### src/rtl/mac_seq_ctrl.sv
// Sequencer for a registered MAC datapath: clears the accumulator, streams N pairs, captures the sum.
// Optional stall timeout with err output enabled by defining MAC_TIMEOUT_EN.
module mac_seq_ctrl #(
    parameter int WIDTH   = 4,
    parameter int CNT_W   = 8,
    parameter int TIMEOUT = 16
) (
    input  logic               clk,
    input  logic               reset,
    input  logic               start,
    input  logic [CNT_W-1:0]   len,
    output logic               busy,
    input  logic               in_valid,
    output logic               in_ready,
    output logic               mac_en,
    output logic               mac_clr,
    input  logic [2*WIDTH-1:0] sum_q,
    output logic [2*WIDTH-1:0] result,
    output logic               done,
`ifdef MAC_TIMEOUT_EN
    output logic               err,
`endif
    input  logic               result_ack
);

    typedef enum logic [2:0] {
        IDLE,
        CLR,
        RUN,
        DRAIN,
        DONE
    } state_t;

    state_t           state;
    logic [CNT_W-1:0] rem;
    logic             hs;

`ifdef MAC_TIMEOUT_EN
    localparam int ST_W = $clog2(TIMEOUT + 1);
    logic [ST_W-1:0] stall;
`endif

    // in_ready is a registered flag that is high exactly while in RUN
    assign hs     = in_ready & in_valid;
    assign mac_en = hs;

    always_ff @(posedge clk) begin
        if (reset) begin
            state    <= IDLE;
            rem      <= '0;
            busy     <= 1'b0;
            in_ready <= 1'b0;
            mac_clr  <= 1'b0;
            done     <= 1'b0;
            result   <= '0;
`ifdef MAC_TIMEOUT_EN
            err      <= 1'b0;
            stall    <= '0;
`endif
        end else begin
            case (state)
                IDLE: begin
                    if (start) begin
                        rem     <= len;
                        state   <= CLR;
                        busy    <= 1'b1;
                        mac_clr <= 1'b1;
                    end
                end
                CLR: begin
                    mac_clr <= 1'b0;
`ifdef MAC_TIMEOUT_EN
                    stall   <= '0;
`endif
                    if (rem == '0) begin
                        state <= DRAIN;
                    end else begin
                        state    <= RUN;
                        in_ready <= 1'b1;
                    end
                end
                RUN: begin
                    if (hs) begin
                        rem <= rem - CNT_W'(1);
`ifdef MAC_TIMEOUT_EN
                        stall <= '0;
`endif
                        if (rem == CNT_W'(1)) begin
                            state    <= DRAIN;
                            in_ready <= 1'b0;
                        end
                    end
`ifdef MAC_TIMEOUT_EN
                    // the TIMEOUT-th consecutive stall cycle abandons the job
                    else if (stall == ST_W'(TIMEOUT - 1)) begin
                        state    <= DRAIN;
                        in_ready <= 1'b0;
                        err      <= 1'b1;
                    end else begin
                        stall <= stall + ST_W'(1);
                    end
`endif
                end
                DRAIN: begin
                    result <= sum_q;
                    state  <= DONE;
                    done   <= 1'b1;
                end
                DONE: begin
                    if (result_ack) begin
                        state <= IDLE;
                        done  <= 1'b0;
                        busy  <= 1'b0;
`ifdef MAC_TIMEOUT_EN
                        err   <= 1'b0;
`endif
                    end
                end
                default: begin
                    state    <= IDLE;
                    busy     <= 1'b0;
                    in_ready <= 1'b0;
                    mac_clr  <= 1'b0;
                    done     <= 1'b0;
                end
            endcase
        end
    end

endmodule

### config.mk
export PLATFORM = sky130hd
export DESIGN_NAME = mac_seq_ctrl
export DESIGN_NICKNAME = d
export VERILOG_FILES = /design/src/rtl/mac_seq_ctrl.sv
export SDC_FILE = /design/constraint.sdc
export NUM_CORES = 1
export LEC_CHECK = 0
export ABC_CLOCK_PERIOD_IN_PS = 3300
export BUFFER_PORTS_ARGS = -buffer_cell sky130_fd_sc_hd__buf_2
export CAP_MARGIN = 20
export CORE_UTILIZATION = 54
export CTS_CLUSTER_DIAMETER = 60
export DETAILED_ROUTE_END_ITERATION = 12
export MAX_ROUTING_LAYER = met4
export PLACE_DENSITY_LB_ADDON = 0.08
export SLEW_MARGIN = 10
export SYNTH_ARGS = -nofsm -noshare
export SYNTH_HDL_FRONTEND = slang
export SYNTH_SLANG_ARGS = --single-unit
### constraint.sdc
create_clock -name clk -period 3.3 [get_ports clk]
set_clock_uncertainty 0.15 [all_clocks]
set_input_delay 0.495 -clock clk [delete_from_list [all_inputs] [get_ports clk]]
set_output_delay 0.495 -clock clk [all_outputs]
set_load 0.005 [all_outputs]
==> results of run 1 <==
==> synth_stat cells <==
library cell                n  share of area [%]
sky130_fd_sc_hd__o21ai_0   10                4.2
sky130_fd_sc_hd__dfxtp_1   23                 39
sky130_fd_sc_hd__nor2b_1    3                1.6
sky130_fd_sc_hd__nand2b_1   2                1.0
sky130_fd_sc_hd__o31ai_1    1               0.63
sky130_fd_sc_hd__nor3b_1    3                1.9
sky130_fd_sc_hd__and4b_1    1               0.84
sky130_fd_sc_hd__or3b_4     1               0.94
sky130_fd_sc_hd__nor2_1    11                3.5
sky130_fd_sc_hd__nand3b_1   1               0.63
sky130_fd_sc_hd__a211o_1    2                1.5
sky130_fd_sc_hd__nor3_1     6                2.5
sky130_fd_sc_hd__inv_1      3               0.94
sky130_fd_sc_hd__xnor2_1    1               0.73
sky130_fd_sc_hd__nand3_1   11                4.6
sky130_fd_sc_hd__ha_1       3                3.1
sky130_fd_sc_hd__and2_1     2                1.0
sky130_fd_sc_hd__nor3b_4    1                1.6
sky130_fd_sc_hd__buf_2      4                1.7
sky130_fd_sc_hd__nor4_2     1                1.0
sky130_fd_sc_hd__or3_1      1               0.52
sky130_fd_sc_hd__clkbuf_1   3               0.94
sky130_fd_sc_hd__a31oi_1    1               0.52
sky130_fd_sc_hd__a21oi_1   27                 11
sky130_fd_sc_hd__a21o_1     6                3.8
sky130_fd_sc_hd__nand4b_1   1               0.73
sky130_fd_sc_hd__nand2_1   22                6.9
sky130_fd_sc_hd__nand3_2    1               0.84
sky130_fd_sc_hd__buf_6      2                1.9
==> power groups by stage <==
| stage | Clock (µW) | Sequential (µW) | Combinational (µW) |
|---|---|---|---|
| finish | 129 | 398 | 332 |
| global route | 145 | 410 | 377 |
| CTS | 132 | 398 | 334 |
| detailed placement | 0 | 405 | 332 |
| global placement | 0 | 400 | 318 |
| floorplan | 0 | 368 | 291 |
==> cells by family after synthesis <==
kind of cell    after synthesis
buf+inv                      12
fa+ha+maj                     3
xor+xnor                      1
compound gates               47
flops                        23
simple gates                 68
==> per-layer routing <==
layer / part of all wire, % / wire length, µm
met1: 46 / 1210
met2: 50 / 1310
met3: 2.9 / 75
met4: 0.54 / 14
met5: 0 / 0
==> registers in the layout (all words and copies together) (netlist names) <==
name and count:
done 1, mac_clr 1, state 3, in_ready 1, rem 8, busy 1
result 8
==> cell type report <==
cell class | count | area, µm² | share of cell area (%)
inverter | 3 | 11.3 | 0.824
clock inverter | 1 | 5.00 | 0.366
multi-input combinational | 119 | 668 | 48.9
timing repair buffer | 33 | 165 | 12.1
sequential | 23 | 460 | 33.7
tap | 27 | 33.8 | 2.47
clock buffer | 3 | 22.5 | 1.65
==> worst min-delay path: cells and delay by family <==
kind | cells | cell delay [ns]
buffers and inverters | 1 | 0.09
AND/OR/NAND/NOR | 1 | 0.05
AO/OA/AOI/OAI | 1 | 0.05
==> worst max-delay path by stage <==
| stage | from | to | slack, ns |
|---|---|---|---|
| finish | state[1] | result[4] | 1.25 |
| detailed placement | state[1] | result[4] | 1.27 |
| global route | state[1] | result[4] | 1.09 |
| floorplan | start | rem[0] | 1.73 |
| global placement | state[1] | result[3] | 1.36 |
| CTS | state[1] | result[4] | 1.25 |
==> stage by stage <==
step                      cells  worst slack [ns]
final                       209              1.25
after floorplan             154              1.73
after CTS                   209              1.25
after global placement      205              1.36
after detailed placement    205              1.27
after global routing        209              1.09
==> metrics.txt, run 1 <==
# TYPE chip_impl_metric gauge
chip_impl_info{name="status",value="completed"} 1
chip_impl_metric{name="drt-initial-drc-count",unit=""} 15
chip_impl_metric{name="power.density_cell_area",unit="nW/µm²"} 629
chip_impl_info{name="critical_path.slowest_cell",value="sky130_fd_sc_hd__nor2b_1"} 1
chip_impl_metric{name="final-hold-violation-count",unit=""} 0
chip_impl_metric{name="floorplan.initialDensity",unit="%"} 59.0
chip_impl_metric{name="power_switching",unit="µW"} 341
chip_impl_metric{name="via_count_of_the_first_global_routing_pass",unit=""} 1086
chip_impl_metric{name="cts_num_sinks",unit=""} 23
chip_impl_info{name="most_frequent_cells_in_the_layout",value="sky130_fd_sc_hd__buf_2 (33), sky130_fd_sc_hd__a21oi_1 (27), sky130_fd_sc_hd__dfxtp_1 (23)"} 1
chip_impl_metric{name="synth_area",unit="µm²"} 1190
chip_impl_metric{name="cts_hold_repair.buffers",unit=""} 0
chip_impl_metric{name="worstSetupPathDepth",unit=""} 4
chip_impl_metric{name="io_buffers",unit=""} 33
chip_impl_metric{name="yosys.area_share.xor_xnor",unit="%"} 0.734
chip_impl_info{name="r2r-end",value="result[4]"} 1
chip_impl_metric{name="highest_clock_rate",unit="MHz"} 487
chip_impl_info{name="layout_commonest_cell",value="sky130_fd_sc_hd__buf_2"} 1
chip_impl_metric{name="crit_required",unit="ns"} 3.34
chip_impl_metric{name="final_min_period_over_clock_period",unit="%"} 62.2
chip_impl_metric{name="syn_inst",unit=""} 154
chip_impl_metric{name="dieWidth",unit="µm"} 49.0
chip_impl_metric{name="synth_seq_area_share",unit="%"} 38.6
chip_impl_metric{name="clk_path_buf_depth",unit=""} 2
chip_impl_metric{name="num_vias",unit=""} 1151
chip_impl_metric{name="power.leakage",unit="µW"} 0.000569
chip_impl_metric{name="drt-wirelength-per-cell",unit="µm"} 12.5
chip_impl_info{name="timing_worst_setup_path_type",value="reg2reg"} 1
chip_impl_metric{name="io-pin-count",unit=""} 34
chip_impl_metric{name="syn-num-nets",unit=""} 178
chip_impl_metric{name="cap_viol_max_count",unit=""} 0
chip_impl_metric{name="global_route.usage.met1",unit="%"} 29.7
chip_impl_metric{name="period_minus_slack",unit="ns"} 2.05
chip_impl_info{name="rsz0062_at_grt",value="no"} 1
chip_impl_metric{name="hpwl",unit="µm"} 1870
chip_impl_metric{name="placed_cell_area",unit="µm²"} 1340
chip_impl_info{name="hold-path-endpoint",value="result[2]"} 1
chip_impl_metric{name="synth_seq_cells",unit=""} 23
chip_impl_metric{name="ctsResizeCount",unit=""} 0
chip_impl_metric{name="ys_warn_count",unit=""} 0
chip_impl_metric{name="synth_mux_area_share",unit="%"} 0
chip_impl_metric{name="clkSlewWorstSetupHoldPaths",unit="ns"} 0.13
chip_impl_metric{name="place.gp.congestion",unit=""} 0.834
chip_impl_metric{name="antenna_left",unit=""} 0
chip_impl_info{name="grt_busiest_layer",value="met2"} 1
chip_impl_metric{name="peakVddDrop",unit="mV"} 0.357
chip_impl_info{name="critical_path.cell_chain",value="nor2b_1 -> nand2_1 -> nand2_1 -> a21oi_1"} 1
chip_impl_metric{name="finalHoldWorstSlack",unit="ns"} 0.276
chip_impl_metric{name="vias_per_cell",unit=""} 5.51
chip_impl_metric{name="fillCellCount",unit=""} 181
chip_impl_metric{name="power.sequential.fraction",unit="%"} 46.4
chip_impl_metric{name="worstMarginPinSlew",unit="ns"} 0.701
chip_impl_metric{name="holdPathStages",unit=""} 3
chip_impl_metric{name="fin_nets",unit=""} 207
chip_impl_metric{name="antenna_cells",unit=""} 0
chip_impl_info{name="holdCritPathClass",value="in2reg"} 1
chip_impl_metric{name="synth_compound_area_share",unit="%"} 21.9
chip_impl_metric{name="max-slew-margin-rel",unit="%"} 53.2
chip_impl_metric{name="h-tree-depth",unit=""} 1
chip_impl_metric{name="synth_simple_gate_area_share",unit="%"} 30.2
chip_impl_metric{name="tritoncts.num_buffers",unit=""} 3
chip_impl_info{name="critPathCaptureType",value="flip-flop"} 1
chip_impl_metric{name="share_clk_of_total_power",unit="%"} 15.0
chip_impl_metric{name="cp_max_fo",unit=""} 12
chip_impl_metric{name="synth.avg_cell_area",unit="µm²"} 7.75
chip_impl_metric{name="number_of_antenna_violations_at_the_first_check_in_global_routing",unit=""} 0
chip_impl_metric{name="cp_peak_stage_delay",unit="ns"} 0.61
chip_impl_metric{name="finish.instance_area",unit="µm²"} 1370
chip_impl_metric{name="total_negative_slack",unit="ns"} 0
chip_impl_info{name="root_buffer",value="sky130_fd_sc_hd__clkbuf_4"} 1
chip_impl_metric{name="cell_internal_pwr",unit="µW"} 519
chip_impl_metric{name="use_met2",unit="%"} 40.3
chip_impl_metric{name="drc_violations_left",unit=""} 0
chip_impl_info{name="timing.critical_path.mode_cell",value="sky130_fd_sc_hd__nand2_1"} 1
chip_impl_metric{name="synthDistinctLibCells",unit=""} 29
chip_impl_info{name="tritoncts",value="yes"} 1
chip_impl_info{name="start_kind",value="flip-flop"} 1
chip_impl_metric{name="number_of_pins_exceeding_their_max_slew_limit_in_the_final_report",unit=""} 0
chip_impl_metric{name="clk-insertion-delay-late",unit="ns"} 0.30
chip_impl_metric{name="post_route_cells_drive_above_1_share",unit="%"} 22.5
chip_impl_metric{name="rrSetupSlack",unit="ns"} 1.25
chip_impl_metric{name="power",unit="µW"} 859
chip_impl_info{name="worst_r2r_startpoint",value="state[1]"} 1
chip_impl_metric{name="dieArea",unit="µm²"} 2400
chip_impl_metric{name="critPathArrivalTime",unit="ns"} 2.09
chip_impl_metric{name="drt-total-wl",unit="µm"} 2610
chip_impl_metric{name="core.rowCount",unit=""} 16
chip_impl_info{name="critical_path.top_delay_family",value="simple AND/OR/NAND/NOR gates"} 1
chip_impl_metric{name="gr-usage-met3",unit="%"} 4.05
chip_impl_info{name="hold_path.startpoint",value="sum_q[2]"} 1
chip_impl_metric{name="cts_setup_buffers",unit=""} 0
chip_impl_metric{name="core_area",unit="µm²"} 2020
chip_impl_metric{name="gate_power_share",unit="%"} 38.7
chip_impl_metric{name="fin_util",unit="%"} 67.6
chip_impl_metric{name="grt-ovfl-total",unit=""} 0
chip_impl_info{name="synth_top_family_by_area",value="simple AND/OR/NAND/NOR gates"} 1
chip_impl_metric{name="worst-r2r-cell-count",unit=""} 4
chip_impl_metric{name="largest_net_degree_at_the_start_of_global_routing",unit=""} 24
chip_impl_metric{name="sw_frac_of_total",unit="%"} 39.7
chip_impl_metric{name="post_synth_fa_ha_maj_area_fraction",unit="%"} 3.14
chip_impl_metric{name="report.final.setup_viol",unit=""} 0
chip_impl_metric{name="cp_num_buf_inv",unit=""} 0
chip_impl_metric{name="drt_first_pass_iters",unit=""} 4
chip_impl_metric{name="groute.usage.overall",unit="%"} 24.1
chip_impl_metric{name="area_delta_synth_final",unit="%"} 14.5
chip_impl_metric{name="first_pass_grt_wire_length",unit="µm"} 4460
chip_impl_metric{name="chipHeight",unit="µm"} 49.0
No activity file was read; power rests on OpenSTA's default activity.
==> run 2, diff against run 1 <==
--- a/config.mk
+++ b/config.mk
@@ -5,10 +5,11 @@
 export SDC_FILE = /design/constraint.sdc
 export NUM_CORES = 1
 export LEC_CHECK = 0
-export ABC_CLOCK_PERIOD_IN_PS = 3300
+export ABC_CLOCK_PERIOD_IN_PS = 1750
 export BUFFER_PORTS_ARGS = -buffer_cell sky130_fd_sc_hd__buf_2
 export CAP_MARGIN = 20
-export CORE_UTILIZATION = 54
+export CORE_ASPECT_RATIO = 2
+export CORE_UTILIZATION = 45
 export CTS_CLUSTER_DIAMETER = 60
 export DETAILED_ROUTE_END_ITERATION = 12
 export MAX_ROUTING_LAYER = met4
==> constraint.sdc (replaced) <==
create_clock -name clk -period 1.75 [get_ports clk]
set_clock_uncertainty 0.15 [all_clocks]
set_input_delay 0.2625 -clock clk [delete_from_list [all_inputs] [get_ports clk]]
set_output_delay 0.2625 -clock clk [all_outputs]
set_load 0.005 [all_outputs]
==> run 2 against run 1 <==
  * First-iteration DRC count is 110% higher
  * Worst hold slack worse by 0.17 ns
  * Core utilization is 10 points lower
  * Clock power is 150% higher
  * Wire length is 3.8% higher
  * Fmax is 25% higher
  * Global-route usage is 2.5 points lower
  * Final cell count is 4.8% higher
  * Sequential share of layout area is 2.0 points lower
  * Non-clock buffer count is 9 higher
  * Critical endpoint is now rem[6]
  * Highest routed layer unchanged
==> metrics.txt, run 2 (synthesis results as in run 1) <==
# TYPE chip_impl_metric gauge
chip_impl_metric{name="cap_viol_max_count",unit=""} 0
chip_impl_metric{name="antenna_cells",unit=""} 0
chip_impl_metric{name="drc_violations_left",unit=""} 0
chip_impl_metric{name="first_pass_grt_wire_length",unit="µm"} 4420
chip_impl_metric{name="crit_required",unit="ns"} 1.73
chip_impl_metric{name="worstMarginPinSlew",unit="ns"} 0.434
chip_impl_metric{name="clk_path_buf_depth",unit=""} 2
chip_impl_metric{name="dr_wl_met2",unit="µm"} 1550
chip_impl_metric{name="highest_clock_rate",unit="MHz"} 608
chip_impl_metric{name="hpwl",unit="µm"} 2060
chip_impl_metric{name="drt-initial-drc-count",unit=""} 31
chip_impl_metric{name="core.rowCount",unit=""} 26
chip_impl_metric{name="antenna_left",unit=""} 0
chip_impl_metric{name="place.gp.congestion",unit=""} 0.754
chip_impl_info{name="timing_worst_setup_path_type",value="reg2reg"} 1
chip_impl_metric{name="post_route_cells_drive_above_1_share",unit="%"} 25.7
chip_impl_metric{name="io_buffers",unit=""} 33
chip_impl_metric{name="drt_first_pass_iters",unit=""} 4
chip_impl_metric{name="chipHeight",unit="µm"} 74.8
chip_impl_info{name="root_buffer",value="sky130_fd_sc_hd__clkbuf_8"} 1
chip_impl_metric{name="via_count_of_the_first_global_routing_pass",unit=""} 1096
chip_impl_info{name="layout_commonest_cell",value="sky130_fd_sc_hd__buf_2"} 1
chip_impl_info{name="rsz0062_at_grt",value="no"} 1
chip_impl_metric{name="number_of_antenna_violations_at_the_first_check_in_global_routing",unit=""} 0
chip_impl_metric{name="report.final.setup_viol",unit=""} 0
chip_impl_info{name="most_frequent_cells_in_the_layout",value="sky130_fd_sc_hd__buf_2 (33), sky130_fd_sc_hd__a21oi_1 (27), sky130_fd_sc_hd__dfxtp_1 (23)"} 1
chip_impl_metric{name="power.leakage",unit="µW"} 0.000619
chip_impl_metric{name="groute.usage.overall",unit="%"} 21.6
chip_impl_info{name="holdCritPathClass",value="in2reg"} 1
chip_impl_metric{name="dieArea",unit="µm²"} 2880
chip_impl_metric{name="fin_nets",unit=""} 216
chip_impl_metric{name="number_of_pins_exceeding_their_max_slew_limit_in_the_final_report",unit=""} 0
chip_impl_metric{name="drt-total-wl",unit="µm"} 2700
chip_impl_metric{name="finish.instance_area",unit="µm²"} 1450
chip_impl_info{name="status",value="completed"} 1
chip_impl_metric{name="total_negative_slack",unit="ns"} 0
chip_impl_metric{name="grt-ovfl-total",unit=""} 0
chip_impl_metric{name="largest_net_degree_at_the_start_of_global_routing",unit=""} 24
chip_impl_metric{name="power.density_cell_area",unit="nW/µm²"} 1240
chip_impl_metric{name="critPathArrivalTime",unit="ns"} 1.62
chip_impl_info{name="top_regs",value="rem (8), result (8), state (3)"} 1
chip_impl_metric{name="cts_hold_repair.buffers",unit=""} 0
chip_impl_metric{name="routedLengthMet1",unit="µm"} 1050
chip_impl_metric{name="final-hold-violation-count",unit=""} 0
chip_impl_info{name="tritoncts",value="yes"} 1
chip_impl_metric{name="clk-insertion-delay-late",unit="ns"} 0.26
chip_impl_metric{name="max-slew-margin-rel",unit="%"} 71.0
chip_impl_metric{name="period_minus_slack",unit="ns"} 1.64
chip_impl_metric{name="cp_max_fo",unit=""} 12
chip_impl_metric{name="core_area",unit="µm²"} 2540
chip_impl_metric{name="io-pin-count",unit=""} 34
chip_impl_info{name="start_kind",value="flip-flop"} 1
chip_impl_metric{name="cts_num_sinks",unit=""} 23
chip_impl_metric{name="vias_per_cell",unit=""} 5.40
chip_impl_metric{name="tritoncts.num_buffers",unit=""} 3
chip_impl_metric{name="dieWidth",unit="µm"} 38.4
chip_impl_metric{name="placed_cell_area",unit="µm²"} 1410
chip_impl_metric{name="num_vias",unit=""} 1182
chip_impl_info{name="topRoutingLayerUsed",value="met4"} 1
chip_impl_metric{name="clkSlewWorstSetupHoldPaths",unit="ns"} 0.08
chip_impl_metric{name="detailroute.wirelength.met3",unit="µm"} 76
chip_impl_metric{name="floorplan.initialDensity",unit="%"} 47.0
chip_impl_metric{name="h-tree-depth",unit=""} 1
chip_impl_metric{name="drt-wirelength-per-cell",unit="µm"} 12.3
chip_impl_metric{name="holdPathStages",unit=""} 3
chip_impl_metric{name="final-instance-count-excl-fill",unit=""} 219
chip_impl_metric{name="peakVddDrop",unit="mV"} 0.768
chip_impl_metric{name="worst-r2r-cell-count",unit=""} 5
chip_impl_metric{name="final_min_period_over_clock_period",unit="%"} 93.9
chip_impl_metric{name="placed_cells_incl_taps",unit=""} 215
chip_impl_info{name="critPathCaptureType",value="flip-flop"} 1
chip_impl_metric{name="area_delta_synth_final",unit="%"} 21.7
## run 2: metal layers
layer / vias up / track usage [%]
li1: 608 / -
met1: 548 / 21.6
met2: 24 / 41.1
met3: 2 / 2.65
met4: 0 / 6.90
met5: - / -
## run 2: cell type report
class	instances	area, µm²
Tap cell	28	35.0
Multi-Input combinational cell	119	668
Inverter	3	11.3
Fill cell	250	1080
Clock buffer	4	45.0
Sequential cell	23	460
Timing Repair Buffer	42	233
## run 2: what timing repair did
item | in CTS | in global routing
buffers inserted | 0 | 0
endpoints found under the setup margin | 0 | 3
resized for setup | 0 | 3
## run 2: worst max-delay path, cell delays in order (launching register included)
cell	delay, ns
sky130_fd_sc_hd__dfxtp_1	0.37
sky130_fd_sc_hd__nand2b_1	0.16
sky130_fd_sc_hd__a211o_1	0.36
sky130_fd_sc_hd__buf_4	0.20
sky130_fd_sc_hd__o21ai_0	0.19
sky130_fd_sc_hd__a21oi_1	0.09
## run 2: path summary, 6_finish.rpt
kind                                 from   endpoint  slack [ns]
worst max-delay path             state[1]     rem[6]        0.11
worst min-delay path             sum_q[2]  result[2]        0.10
worst max register to register   state[1]     rem[6]        0.11
worst min register to register  result[7]  result[7]        0.30
## run 2: per-stage QoR
stage	setup slack (ns)	hold slack, ns	util [%]	power [µW]
after detailed placement	0.114	0.293	55.5	1490
final	0.106	0.104	57.2	1800
after floorplan	0.230	0.184	-	1240
after CTS	0.0994	0.102	57.2	1810
after global placement	0.173	0.290	55.5	1470
after global routing	0.0103	0.102	57.2	1940
## run 2: power breakdown
group          switching (µW)  leakage [µW]  internal, µW
Sequential               85.8      0.000188           614
Clock                     158     0.0000228           162
Combinational             413      0.000408           366
Total                     657      0.000619          1140
